<file path="src/rtl/mmu_pkg.sv">
// Shared MMU definitions for the instruction TLB.
// Holds the ITLB controller state encoding, the layout of one TLB entry,
// the virtual/physical page number widths (Sv39 VPN, 56-bit PA PPN) and a
// small helper that builds a physical address from a PPN and page offset.
package mmu_pkg;

    localparam int VPN_W = 27;
    localparam int PPN_W = 44;

    typedef enum logic [2:0] {
        IDLE,
        LOOKUP,
        WALK_REQ,
        WALK_WAIT,
        RESP
    } itlb_state_t;

    typedef struct packed {
        logic             valid;
        logic [VPN_W-1:0] vpn;
        logic [PPN_W-1:0] ppn;
        logic             dirty;
        logic             exec;
    } tlb_entry_t;

    // Physical addresses are 56 bits wide; the top byte is always zero.
    function automatic logic [63:0] compose_pa(input logic [PPN_W-1:0] ppn,
                                               input logic [11:0]      offset);
        return {8'd0, ppn, offset};
    endfunction

endpackage

</file>
<file path="src/rtl/itlb_cam.sv">
// Fully-associative match array for the ITLB.
// Purely combinational. Compares a lookup VPN against every valid entry and
// reports the lowest matching index, plus the lowest-index free slot used
// for victim selection.
// Ports:
//   valid             per-entry valid bits
//   vpn               per-entry virtual page numbers
//   lookup_vpn        page number being translated
//   hit / hit_idx     a valid entry matched, and which one
//   any_invalid       at least one entry is free
//   first_invalid_idx lowest-index free entry
module itlb_cam
    import mmu_pkg::*;
#(
    parameter  int N_ENTRIES = 8,
    localparam int IDX_W     = $clog2(N_ENTRIES)
) (
    input  logic [N_ENTRIES-1:0] valid,
    input  logic [VPN_W-1:0]     vpn [N_ENTRIES],
    input  logic [VPN_W-1:0]     lookup_vpn,
    output logic                 hit,
    output logic [IDX_W-1:0]     hit_idx,
    output logic                 any_invalid,
    output logic [IDX_W-1:0]     first_invalid_idx
);

    // Walking from the top index down lets the lowest index win both searches.
    always_comb begin
        hit               = 1'b0;
        hit_idx           = '0;
        any_invalid       = 1'b0;
        first_invalid_idx = '0;
        for (int i = N_ENTRIES - 1; i >= 0; i--) begin
            if (valid[i] && (vpn[i] == lookup_vpn)) begin
                hit     = 1'b1;
                hit_idx = IDX_W'(i);
            end
            if (!valid[i]) begin
                any_invalid       = 1'b1;
                first_invalid_idx = IDX_W'(i);
            end
        end
    end

endmodule

</file>
<file path="src/rtl/itlb.sv">
// Instruction TLB: fully-associative, 4 KB pages, one request in flight.
// A fetch request is latched, looked up in the CAM the next cycle, and either
// answered from the hit entry or sent to the page table walker. Successful
// walks are cached; faulting walks never are. flush invalidates every entry
// but never cancels the request already in flight.
// Ports:
//   clk, reset                         clock, synchronous active-high reset
//   req_valid, req_va, req_ready       fetch translation request handshake
//   flush                              invalidate all entries
//   rsp_valid, rsp_pa, rsp_fault,
//   rsp_exec                           translation result (pulse + held data)
//   walk_req, walk_va                  walker request (pulse + held address)
//   walk_rsp_valid, walk_pa,
//   walk_fault, walk_dirty, walk_exec  walker result
module itlb
    import mmu_pkg::*;
#(
    parameter int N_ENTRIES = 8
) (
    input  logic        clk,
    input  logic        reset,
    input  logic        req_valid,
    input  logic [63:0] req_va,
    output logic        req_ready,
    input  logic        flush,
    output logic        rsp_valid,
    output logic [63:0] rsp_pa,
    output logic        rsp_fault,
    output logic        rsp_exec,
    output logic        walk_req,
    output logic [63:0] walk_va,
    input  logic        walk_rsp_valid,
    input  logic [63:0] walk_pa,
    input  logic        walk_fault,
    input  logic        walk_dirty,
    input  logic        walk_exec
);

    localparam int IDX_W = $clog2(N_ENTRIES);

    itlb_state_t      state;
    logic [63:0]      r_va;
    logic [IDX_W-1:0] rr_ptr;
    logic             flushed;
    tlb_entry_t       entries [N_ENTRIES];

    logic [N_ENTRIES-1:0] valid_vec;
    logic [N_ENTRIES-1:0] dirty_vec;
    logic [VPN_W-1:0]     vpn_arr [N_ENTRIES];

    logic             cam_hit;
    logic [IDX_W-1:0] cam_hit_idx;
    logic             cam_any_invalid;
    logic [IDX_W-1:0] cam_first_invalid;
    logic [IDX_W-1:0] victim_idx;
    logic             fill_ok;

    // The dirty bit is kept for the entry format but fetch never consumes it,
    // and the walker's page-offset and top-byte bits carry no information.
    logic unused_bits;
    assign unused_bits = ^{walk_pa[63:56], walk_pa[11:0], dirty_vec};

    assign req_ready = (state == IDLE) && !flush;

    always_comb begin
        valid_vec = '0;
        dirty_vec = '0;
        vpn_arr   = '{default: '0};
        for (int i = 0; i < N_ENTRIES; i++) begin
            valid_vec[i] = entries[i].valid;
            dirty_vec[i] = entries[i].dirty;
            vpn_arr[i]   = entries[i].vpn;
        end
    end

    itlb_cam #(
        .N_ENTRIES(N_ENTRIES)
    ) u_cam (
        .valid            (valid_vec),
        .vpn              (vpn_arr),
        .lookup_vpn       (r_va[38:12]),
        .hit              (cam_hit),
        .hit_idx          (cam_hit_idx),
        .any_invalid      (cam_any_invalid),
        .first_invalid_idx(cam_first_invalid)
    );

    // Free slots are used first; only a full TLB consumes the round-robin pointer.
    assign victim_idx = cam_any_invalid ? cam_first_invalid : rr_ptr;

    // A walk that overlapped a flush may describe a stale mapping, so it is
    // returned to the fetch unit but never cached.
    assign fill_ok = !walk_fault && !flush && !flushed;

    always_ff @(posedge clk) begin
        if (reset) begin
            state     <= IDLE;
            r_va      <= '0;
            rr_ptr    <= '0;
            flushed   <= 1'b0;
            rsp_valid <= 1'b0;
            rsp_pa    <= '0;
            rsp_fault <= 1'b0;
            rsp_exec  <= 1'b0;
            walk_req  <= 1'b0;
            walk_va   <= '0;
            for (int i = 0; i < N_ENTRIES; i++) begin
                entries[i].valid <= 1'b0;
            end
        end else begin
            unique case (state)
                IDLE: begin
                    if (req_valid && !flush) begin
                        r_va    <= req_va;
                        flushed <= 1'b0;
                        state   <= LOOKUP;
                    end
                end
                LOOKUP: begin
                    if (cam_hit) begin
                        rsp_valid <= 1'b1;
                        rsp_pa    <= compose_pa(entries[cam_hit_idx].ppn, r_va[11:0]);
                        rsp_fault <= 1'b0;
                        rsp_exec  <= entries[cam_hit_idx].exec;
                        state     <= RESP;
                    end else begin
                        walk_req <= 1'b1;
                        walk_va  <= r_va;
                        state    <= WALK_REQ;
                    end
                end
                WALK_REQ: begin
                    walk_req <= 1'b0;
                    state    <= WALK_WAIT;
                end
                WALK_WAIT: begin
                    if (walk_rsp_valid) begin
                        rsp_valid <= 1'b1;
                        rsp_fault <= walk_fault;
                        rsp_exec  <= walk_fault ? 1'b0 : walk_exec;
                        rsp_pa    <= walk_fault ? '0
                                                : compose_pa(walk_pa[55:12], r_va[11:0]);
                        if (fill_ok) begin
                            entries[victim_idx] <= '{valid: 1'b1,
                                                     vpn:   r_va[38:12],
                                                     ppn:   walk_pa[55:12],
                                                     dirty: walk_dirty,
                                                     exec:  walk_exec};
                            if (!cam_any_invalid) begin
                                rr_ptr <= rr_ptr + IDX_W'(1);
                            end
                        end
                        state <= RESP;
                    end
                end
                RESP: begin
                    rsp_valid <= 1'b0;
                    state     <= IDLE;
                end
                default: begin
                    state <= IDLE;
                end
            endcase

            // Placed after the state machine so an invalidation overrides any
            // fill scheduled in the same cycle.
            if (flush) begin
                flushed <= 1'b1;
                for (int i = 0; i < N_ENTRIES; i++) begin
                    entries[i].valid <= 1'b0;
                end
            end
        end
    end

endmodule

</file>
<file path="config.mk">
export PLATFORM = sky130hd
export DESIGN_NAME = itlb
export DESIGN_NICKNAME = d
export VERILOG_FILES = /design/src/rtl/mmu_pkg.sv /design/src/rtl/itlb_cam.sv /design/src/rtl/itlb.sv
export SDC_FILE = /design/constraint.sdc
export NUM_CORES = 1
export LEC_CHECK = 0
export CELL_PAD_IN_SITES_DETAIL_PLACEMENT = 1
export CELL_PAD_IN_SITES_GLOBAL_PLACEMENT = 2
export CORE_UTILIZATION = 42
export DETAILED_ROUTE_END_ITERATION = 10
export MAX_ROUTING_LAYER = met4
export PLACE_DENSITY_LB_ADDON = 0.1
export SLEW_MARGIN = 20
export SYNTH_ARGS = -nofsm -noshare
export SYNTH_HDL_FRONTEND = slang
export SYNTH_HIERARCHICAL = 1
export SYNTH_SLANG_ARGS = --single-unit
</file>
<file path="constraint.sdc">
create_clock -name clk -period 6.1 [get_ports clk]
set_input_delay 0.915 -clock clk [delete_from_list [all_inputs] [get_ports clk]]
set_output_delay 0.915 -clock clk [all_outputs]
set_load 0.05 [all_outputs]
</file>
==> results of run 1 <==
==> report_power, final <==
part	leakage [nW]	internal [mW]	switching [mW]
clock network	1.30	2.76	2.09
logic	3.60	0.181	0.376
registers	6.97	5.71	0.0615
total	11.9	8.65	2.53
==> sequential cells by signal, summed over array words and instances, names as in the netlist <==
register and cells:
flushed 1, state 3, rsp_valid 1, rsp_fault 1, rsp_exec 1, rr_ptr 3
entries 584, walk_va 64, rsp_pa 56, walk_req 1, r_va 64
==> worst max path at each step <==
stage	startpoint	endpoint	cells past startpoint	slack, ns
after floorplan	reset	entries[5][0]	4	0.95
after global placement	r_va[31]	rsp_pa[46]	11	1.63
after detailed placement	r_va[29]	walk_va[23]	11	1.54
after CTS	r_va[29]	walk_va[22]	11	1.51
after global routing	r_va[15]	rsp_pa[33]	11	1.37
final	r_va[15]	rsp_pa[15]	10	1.59
==> cell usage in the layout (no fill, tap or decap), types with 2 or more instances in the layout <==
cell type	instances
a21oi_1	147
o21ai_0	25
nor4_1	28
clkinv_2	20
o211ai_1	45
clkinvlp_4	2
nor4_2	4
buf_12	9
nand2_1	147
nor2b_4	2
mux2_2	2
clkbuf_8	10
xnor2_1	119
diode_2	5
and3b_1	2
clkdlybuf4s50_1	237
nand3_1	66
clkinv_1	14
o31ai_1	2
inv_1	50
nor2_1	9
clkbuf_16	86
dfxtp_1	203
clkbuf_1	17
nand4b_1	47
a211oi_1	2
buf_4	55
o21ai_1	63
nand4_1	103
o2111ai_1	45
inv_6	5
xor2_1	96
nor3b_1	2
inv_2	3
conb_1	8
edfxtp_1	576
a31oi_1	3
mux4_2	90
nor2_4	8
nor3_1	4
==> worst max-delay path, stage by stage (launching register included) <==
cell and delay [ns]:
dfxtp_1 0.92, xnor2_1 0.21, nand4_1 0.13, nor4_1 0.67
nand4_1 0.35, nand4_1 0.24, or2_1 0.43, nor2b_4 0.68
buf_12 0.37, nand4b_1 0.19, o2111ai_1 0.17
==> per-layer routing <==
| metal | wire (µm) | vias up | share of wire |
|---|---|---|---|
| met3 | 3240 | 137 | 0.039 |
| met4 | 2040 | 0 | 0.024 |
| met2 | 42200 | 365 | 0.50 |
| li1 | - | 8436 | - |
| met5 | 0 | - | 0 |
| met1 | 36400 | 9824 | 0.43 |
==> cell families after synthesis <==
| family | share of synthesized area |
|---|---|
| and+or+nand+nor | 0.0784 |
| AOI/OAI and AO/OA | 0.0657 |
| muxes | 0.0671 |
| DFF | 0.692 |
| adders and majority gates | 0.000405 |
| xor gates and xnor gates | 0.0616 |
| other | 0.000122 |
| buffers and inverters | 0.0344 |
==> area by class of cell <==
cell class | count | area, µm² | share of cell area
clock inverter | 44 | 267 | 0.00721
tap | 959 | 1200 | 0.0325
antenna | 5 | 12.5 | 0.000339
timing repair buffer | 302 | 2970 | 0.0804
multi-input combinational | 1098 | 8590 | 0.233
inverter | 53 | 199 | 0.00538
sequential | 779 | 21400 | 0.578
clock buffer | 113 | 2350 | 0.0637
==> stage by stage <==
stage          setup slack, ns   util
2_1_floorplan            0.950      -
3_3_place_gp              1.63  0.471
3_5_place_dp              1.54  0.471
4_1_cts                   1.51  0.507
5_1_grt                   1.37  0.507
6_report                  1.59  0.507
==> metrics.md, run 1 <==
| Metric | Value |
|---|---|
| Sink Count | `779` |
| Crit Path Category | `reg -> reg` |
| Final Cycle Share | `0.740` |
| Initial antenna violation count | `5` |
| Commonest cells in the netlist | `edfxtp_1, dfxtp_1, a21oi_1, nand2_1, xnor2_1` |
| # setup viols final | `0` |
| Top-area cell type share of the netlist area | `0.561` |
| Total number of vias | `roughly 19000` |
| Grt met1 use | `0.297` |
| Post-Synthesis Cells | `roughly 2100` |
| Final TNS setup | `0 ns` |
| P_leak | `roughly 12 nW` |
| Maxcap violations | `0` |
| WP data required | `between 6 and 7 ns` |
| Io pins | `269` |
| TritonCTS clock tree | `yes` |
| RSZ-0062 raised after global routing | `no` |
| Reg2Reg Depth | `10` |
| Hold_sp | `r_va[45]` |
| Cell total after placement | `approximately 3200` |
| Initial core utilization | `0.424` |
| Core area | `0.0728 mm²` |
| Pwr Density | `303 mW/mm²` |
| Post-Route WL | `approximately 84000 µm` |
| Tmin final | `between 4 and 5 ns` |
| HPWL after DPL | `47900 µm` |
| Die height | `around 270 µm` |
| Number of global-route vias before repair | `19883` |
| Layout Skew | `slightly below 0.02 ns` |
| Num CTS Buffers | `between 80 and 90` |
| Ys flop type | `edfxtp_1` |
| Critical-path maximum fanout | `69` |
| Met3 Track Usage GR | `0.0371` |
| Clock buffer depth | `3` |
| Port Buffers | `between 200 and 250` |
| Avg Vias per Cell | `around 5.6` |
| Routed wire length per instance | `~25 µm` |
| GR Overflow Total | `0` |
| Synthesized area per cell | `14.7 µm²` |
| Number of flops mapped to enable cells by yosys | `about 580` |
| Reg2Reg Setup Slack | `roughly 1.6 ns` |
| Die width | `273 µm` |
| Fillers | `7037` |
| Clock Latency Late Sink | `approximately 0.63 ns` |
| Routability cong. | `between 0.7 and 0.8` |
| Post-synth top area cell | `edfxtp_1` |
| WHS | `0.451 ns` |
| Worst Hold Class | `reg -> reg` |
| Hold depth | `2` |
| Final Max Tran Viols | `0` |
| Layout Cells excl Fill | `roughly 3400` |
| Die ar. | `0.0745 mm²` |
| Grt peak-use layer | `met2` |
| Slew headroom | `0.330` |
| Netlist Area Pre-Place | `about 0.031 mm²` |
| # rows | `between 90 and 100` |
| # Post-CTS Setup Buffers | `0` |
| Post_cts resized | `0` |
| DRC Markers | `0` |
| Synth async-reset ratio | `0` |
| Worst R2R End | `rsp_pa[15]` |
| Final nets | `2455` |
| Worst Tran Pin Value | `approximately 1 ns` |
| Peak VDD IR | `212 µV` |
| CTS Root Buffer Type | `clkbuf_16` |
| Area Overhead vs Synth | `19.8%` |
| Arr. time, crit path | `~5.1 ns` |
| Most frequent cell after synthesis | `edfxtp_1` |
| Max Freq | `0.222 GHz` |
| Reg-to-Reg Start | `r_va[15]` |
| Main area contributors after synthesis | `edfxtp_1, dfxtp_1, mux4_2` |
| Outcome | `finished clean` |
| Yosys Warn Count | `6` |
| Total GRT Usage | `0.232` |
| Htree depth | `3` |
| Worst Setup Start Kind | `flop` |
| Hold-critical path endpoint | `walk_va[45]` |
| Drt pass-1 iters | `5` |
| Fin. Hold Viols | `0` |
| #FFs+latches synth | `between 700 and 800` |
| Distinct cells, synth | `57` |
| Final ANT Viol Nets | `0` |
| First-pass GRT wire length | `about 130000 µm` |
| Largest net degree at the start of global routing | `91` |
| Placed instance area | `between 0.03 and 0.04 mm²` |
| Worst-path clk slew | `about 0.06 ns` |
| Sequential-to-total area share from yosys stat | `0.692` |
| Post-CTS Hold Fix Bufs | `0` |
| Detailed router's first-iteration violation count | `approximately 1400` |
| GR Layer Usage met2 | `0.381` |
| Fin area | `0.0370 mm²` |
| Tot Pwr | `approximately 11 mW` |
| Layout cells sized above 1 | `0.131` |
| CP Capture Type | `flop` |
Power figures use the tool's default switching activity.
==> inputs of run 2 (changes only) <==
==> constraint.sdc (replaced) <==
create_clock -name clk -period 4.5 [get_ports clk]
set_input_delay 0.675 -clock clk [delete_from_list [all_inputs] [get_ports clk]]
set_output_delay 0.675 -clock clk [all_outputs]
set_load 0.05 [all_outputs]
==> run 2 against run 1 <==
Combinational power rose by 40%. Count of clock-buffer cells in the layout unchanged. Non-clock buffer count rose by 42. Cell count up 1.3%. Setup slack worse by 0.95 ns. Clock skew is 0.0021 ns lower. Maximum frequency is 17% higher. Hold slack better by 0.0023 ns. Critical path depth rose by 2. Sequential power rose by 35%. First-iteration DRC count down 15%.
==> metrics.md, run 2 (same netlist as run 1, synthesis figures left out) <==
| Metric | Value |
|---|---|
| Reg2Reg Depth | `12` |
| Avg Vias per Cell | `about 5.5` |
| Crit path buffers/inverters | `3` |
| Layout Skew | `~0.017 ns` |
| Slew headroom | `0.381` |
| Crit Path Category | `reg -> reg` |
| Detailed router's first-iteration violation count | `1201` |
| CP Capture Type | `flop` |
| Peak VDD IR | `251 µV` |
| Routability cong. | `0.751` |
| Die ar. | `between 0.07 and 0.08 mm²` |
| Logic gate share of total power | `0.051` |
| # rows | `roughly 100` |
| WP depth | `12` |
| Arr. time, crit path | `roughly 4.3 ns` |
| WP data required | `about 5.0 ns` |
| Port Buffers | `between 200 and 250` |
| Reg-to-Reg Start | `r_va[15]` |
| Internal Power | `approximately 12 mW` |
| Post_cts resized | `0` |
| Worst Hold Class | `reg -> reg` |
| Worst-path clk slew | `0.06 ns` |
| Biggest regs | `entries (584), r_va (64), walk_va (64)` |
| Max Freq | `around 0.26 GHz` |
| Total GRT Usage | `0.228` |
| Commonest non-fill, non-tap cell in the layout | `edfxtp_1` |
| TritonCTS clock tree | `yes` |
| GR Overflow Total | `0` |
| Max reg flops | `about 580` |
| Crit-path leading delay family | `simple AND/OR/NAND/NOR gates` |
| Final Max Tran Viols | `0` |
| Critical Path End | `rsp_pa[45]` |
| Area Overhead vs Synth | `22.2%` |
| Post-CTS Hold Fix Bufs | `0` |
| CP peak stage delay | `a little under 0.9 ns` |
| Pre-CTS WS | `between 0.6 and 0.7 ns` |
| Num CTS Buffers | `84` |
| Sink Count | `roughly 780` |
| Io pins | `~270` |
| Final ANT Viol Nets | `0` |
| Die width | `approximately 270 µm` |
| Worst Setup Start Kind | `flop` |
| Post-Route WL | `just over 80000 µm` |
| Slowest cell on crit path | `dfxtp_1` |
| Crit path from | `r_va[15]` |
| Switching share of power | `0.219` |
| Sequential Power Share | `0.506` |
| First-pass GRT wire length | `around 120000 µm` |
| Die height | `273 µm` |
| DRC Markers | `0` |
| # setup viols final | `0` |
| Tmin final | `between 3 and 4 ns` |
| Worst Tran Pin Value | `around 0.93 ns` |
| Initial antenna violation count | `9` |
| Pwr Density | `between 400 and 500 mW/mm²` |
| CTS Root Buffer Type | `clkbuf_16` |
| Final Cycle Share | `0.859` |
| Post-layout utilization of the core | `0.518` |
| Largest net degree at the start of global routing | `around 100` |
| Top reg by flops | `entries` |
| Outcome | `finished clean` |
| # Post-CTS Setup Buffers | `0` |
| Htree depth | `3` |
| Routed wire length per instance | `24.2 µm` |
| Critical-path maximum fanout | `16` |
| Worst R2R End | `rsp_pa[45]` |
| Core area | `approximately 0.073 mm²` |
| HPWL after DPL | `48900 µm` |
| NetSw | `3.37 mW` |
| Reg2Reg Setup Slack | `~0.64 ns` |
| Drt pass-1 iters | `5` |
| Initial core utilization | `0.424` |
| Number of global-route vias before repair | `around 20000` |
| Layout cells sized above 1 | `0.145` |
| Crit path cell chain | `buf_4 > xnor2_1 > nand4_1 > nor4_1 > nand4_1 > a21boi_1 > o22ai_4 > buf_12 > buf_12 > mux4_2 > nand4b_1 > o2111ai_1` |
| Final nets | `2497` |
| Total number of vias | `18784` |
| Hold_sp | `walk_va[4]` |
| Clock share of power | `0.443` |
| Maxcap violations | `0` |
| Clock buffer depth | `3` |
| P_leak | `between 10 and 15 nW` |
| Fin. Hold Viols | `0` |
| Clock Latency Late Sink | `0.63 ns` |
| Most frequent cells in the layout | `edfxtp_1, clkdlybuf4s50_1, dfxtp_1` |
| Setup WS post-layout | `about 0.64 ns` |
| RSZ-0062 raised after global routing | `no` |
-- run 2: changes by cell type in the layout (fill, tap and decap cells not counted), moves of 2 or more --
cell,previous run,this run
buf_12,9,32
buf_4,55,73
bufinv_16,1,7
clkbuf_8,10,6
clkinv_2,20,16
diode_2,5,9
inv_6,5,2
clkbuf_4,0,2
clkinvlp_4,2,0
-- run 2: final cells by class --
class                      count  area (µm²)
antenna                        9        22.5
clock buffer                 113        2340
clock inverter                42         397
fill                        6985       35100
inverter                      53         199
multi-input combinational   1098        8590
sequential                   779       21400
tap                          959        1200
timing repair buffer         344        3590
-- run 2: worst min path at each step --
| stage | end | slack [ns] | cells after the start |
|---|---|---|---|
| 2_1_floorplan | walk_va[61] | 0.43 | 2 |
| 6_report | walk_va[4] | 0.45 | 2 |
| 5_1_grt | walk_va[45] | 0.47 | 2 |
| 3_3_place_gp | walk_va[50] | 0.43 | 2 |
| 4_1_cts | walk_va[4] | 0.46 | 2 |
| 3_5_place_dp | walk_va[45] | 0.45 | 2 |
-- run 2: worst reg2reg max path, cell delays in order (launching register included) --
cell and delay (ns):
dfxtp_1 0.87, buf_4 0.31, xnor2_1 0.13, nand4_1 0.11, nor4_1 0.52, nand4_1 0.29
a21boi_1 0.31, o22ai_4 0.11, buf_12 0.18, buf_12 0.21, mux4_2 0.43, nand4b_1 0.12
o2111ai_1 0.13
-- run 2: per-layer routing --
layer	global-route usage	vias up	wire length, µm
met5	-	-	0
met4	0.0584	0	1770
met3	0.0368	123	3330
met2	0.380	363	41800
met1	0.289	9758	35400
li1	-	8540	-
-- run 2: metrics by stage --
step / TNS, ns / power (mW) / hold WS [ns] / instance area (µm²) / instances
2_1_floorplan: -225.30 / 8.39 / 0.431 / 30900 / 2102
6_report: 0 / 15.4 / 0.454 / 37700 / 3397
3_3_place_gp: 0 / 8.73 / 0.434 / 34900 / 3232
3_5_place_dp: 0 / 8.75 / 0.446 / 34900 / 3232
5_1_grt: 0 / 15.9 / 0.474 / 37700 / 3397
4_1_cts: 0 / 15.6 / 0.456 / 37700 / 3387
-- run 2: power groups by stage --
stage / Sequential [mW] / Combinational [mW] / Clock, mW
2_1_floorplan: 7.97 / 0.414 / 0
3_3_place_gp: 7.96 / 0.766 / 0
3_5_place_dp: 7.97 / 0.784 / 0
4_1_cts: 7.81 / 0.787 / 7.00
5_1_grt: 7.82 / 0.845 / 7.27
6_report: 7.81 / 0.782 / 6.85
==> inputs of run 3 (changes only) <==
--- a/config.mk
+++ b/config.mk
@@ -9,6 +9,7 @@
 export CELL_PAD_IN_SITES_GLOBAL_PLACEMENT = 2
 export CORE_UTILIZATION = 42
 export DETAILED_ROUTE_END_ITERATION = 10
+export HOLD_SLACK_MARGIN = 0.06
 export MAX_ROUTING_LAYER = met4
 export PLACE_DENSITY_LB_ADDON = 0.1
 export SLEW_MARGIN = 20
==> results of run 3 <==
No change in the layout: final DEF, timing and power equal those of run 2.
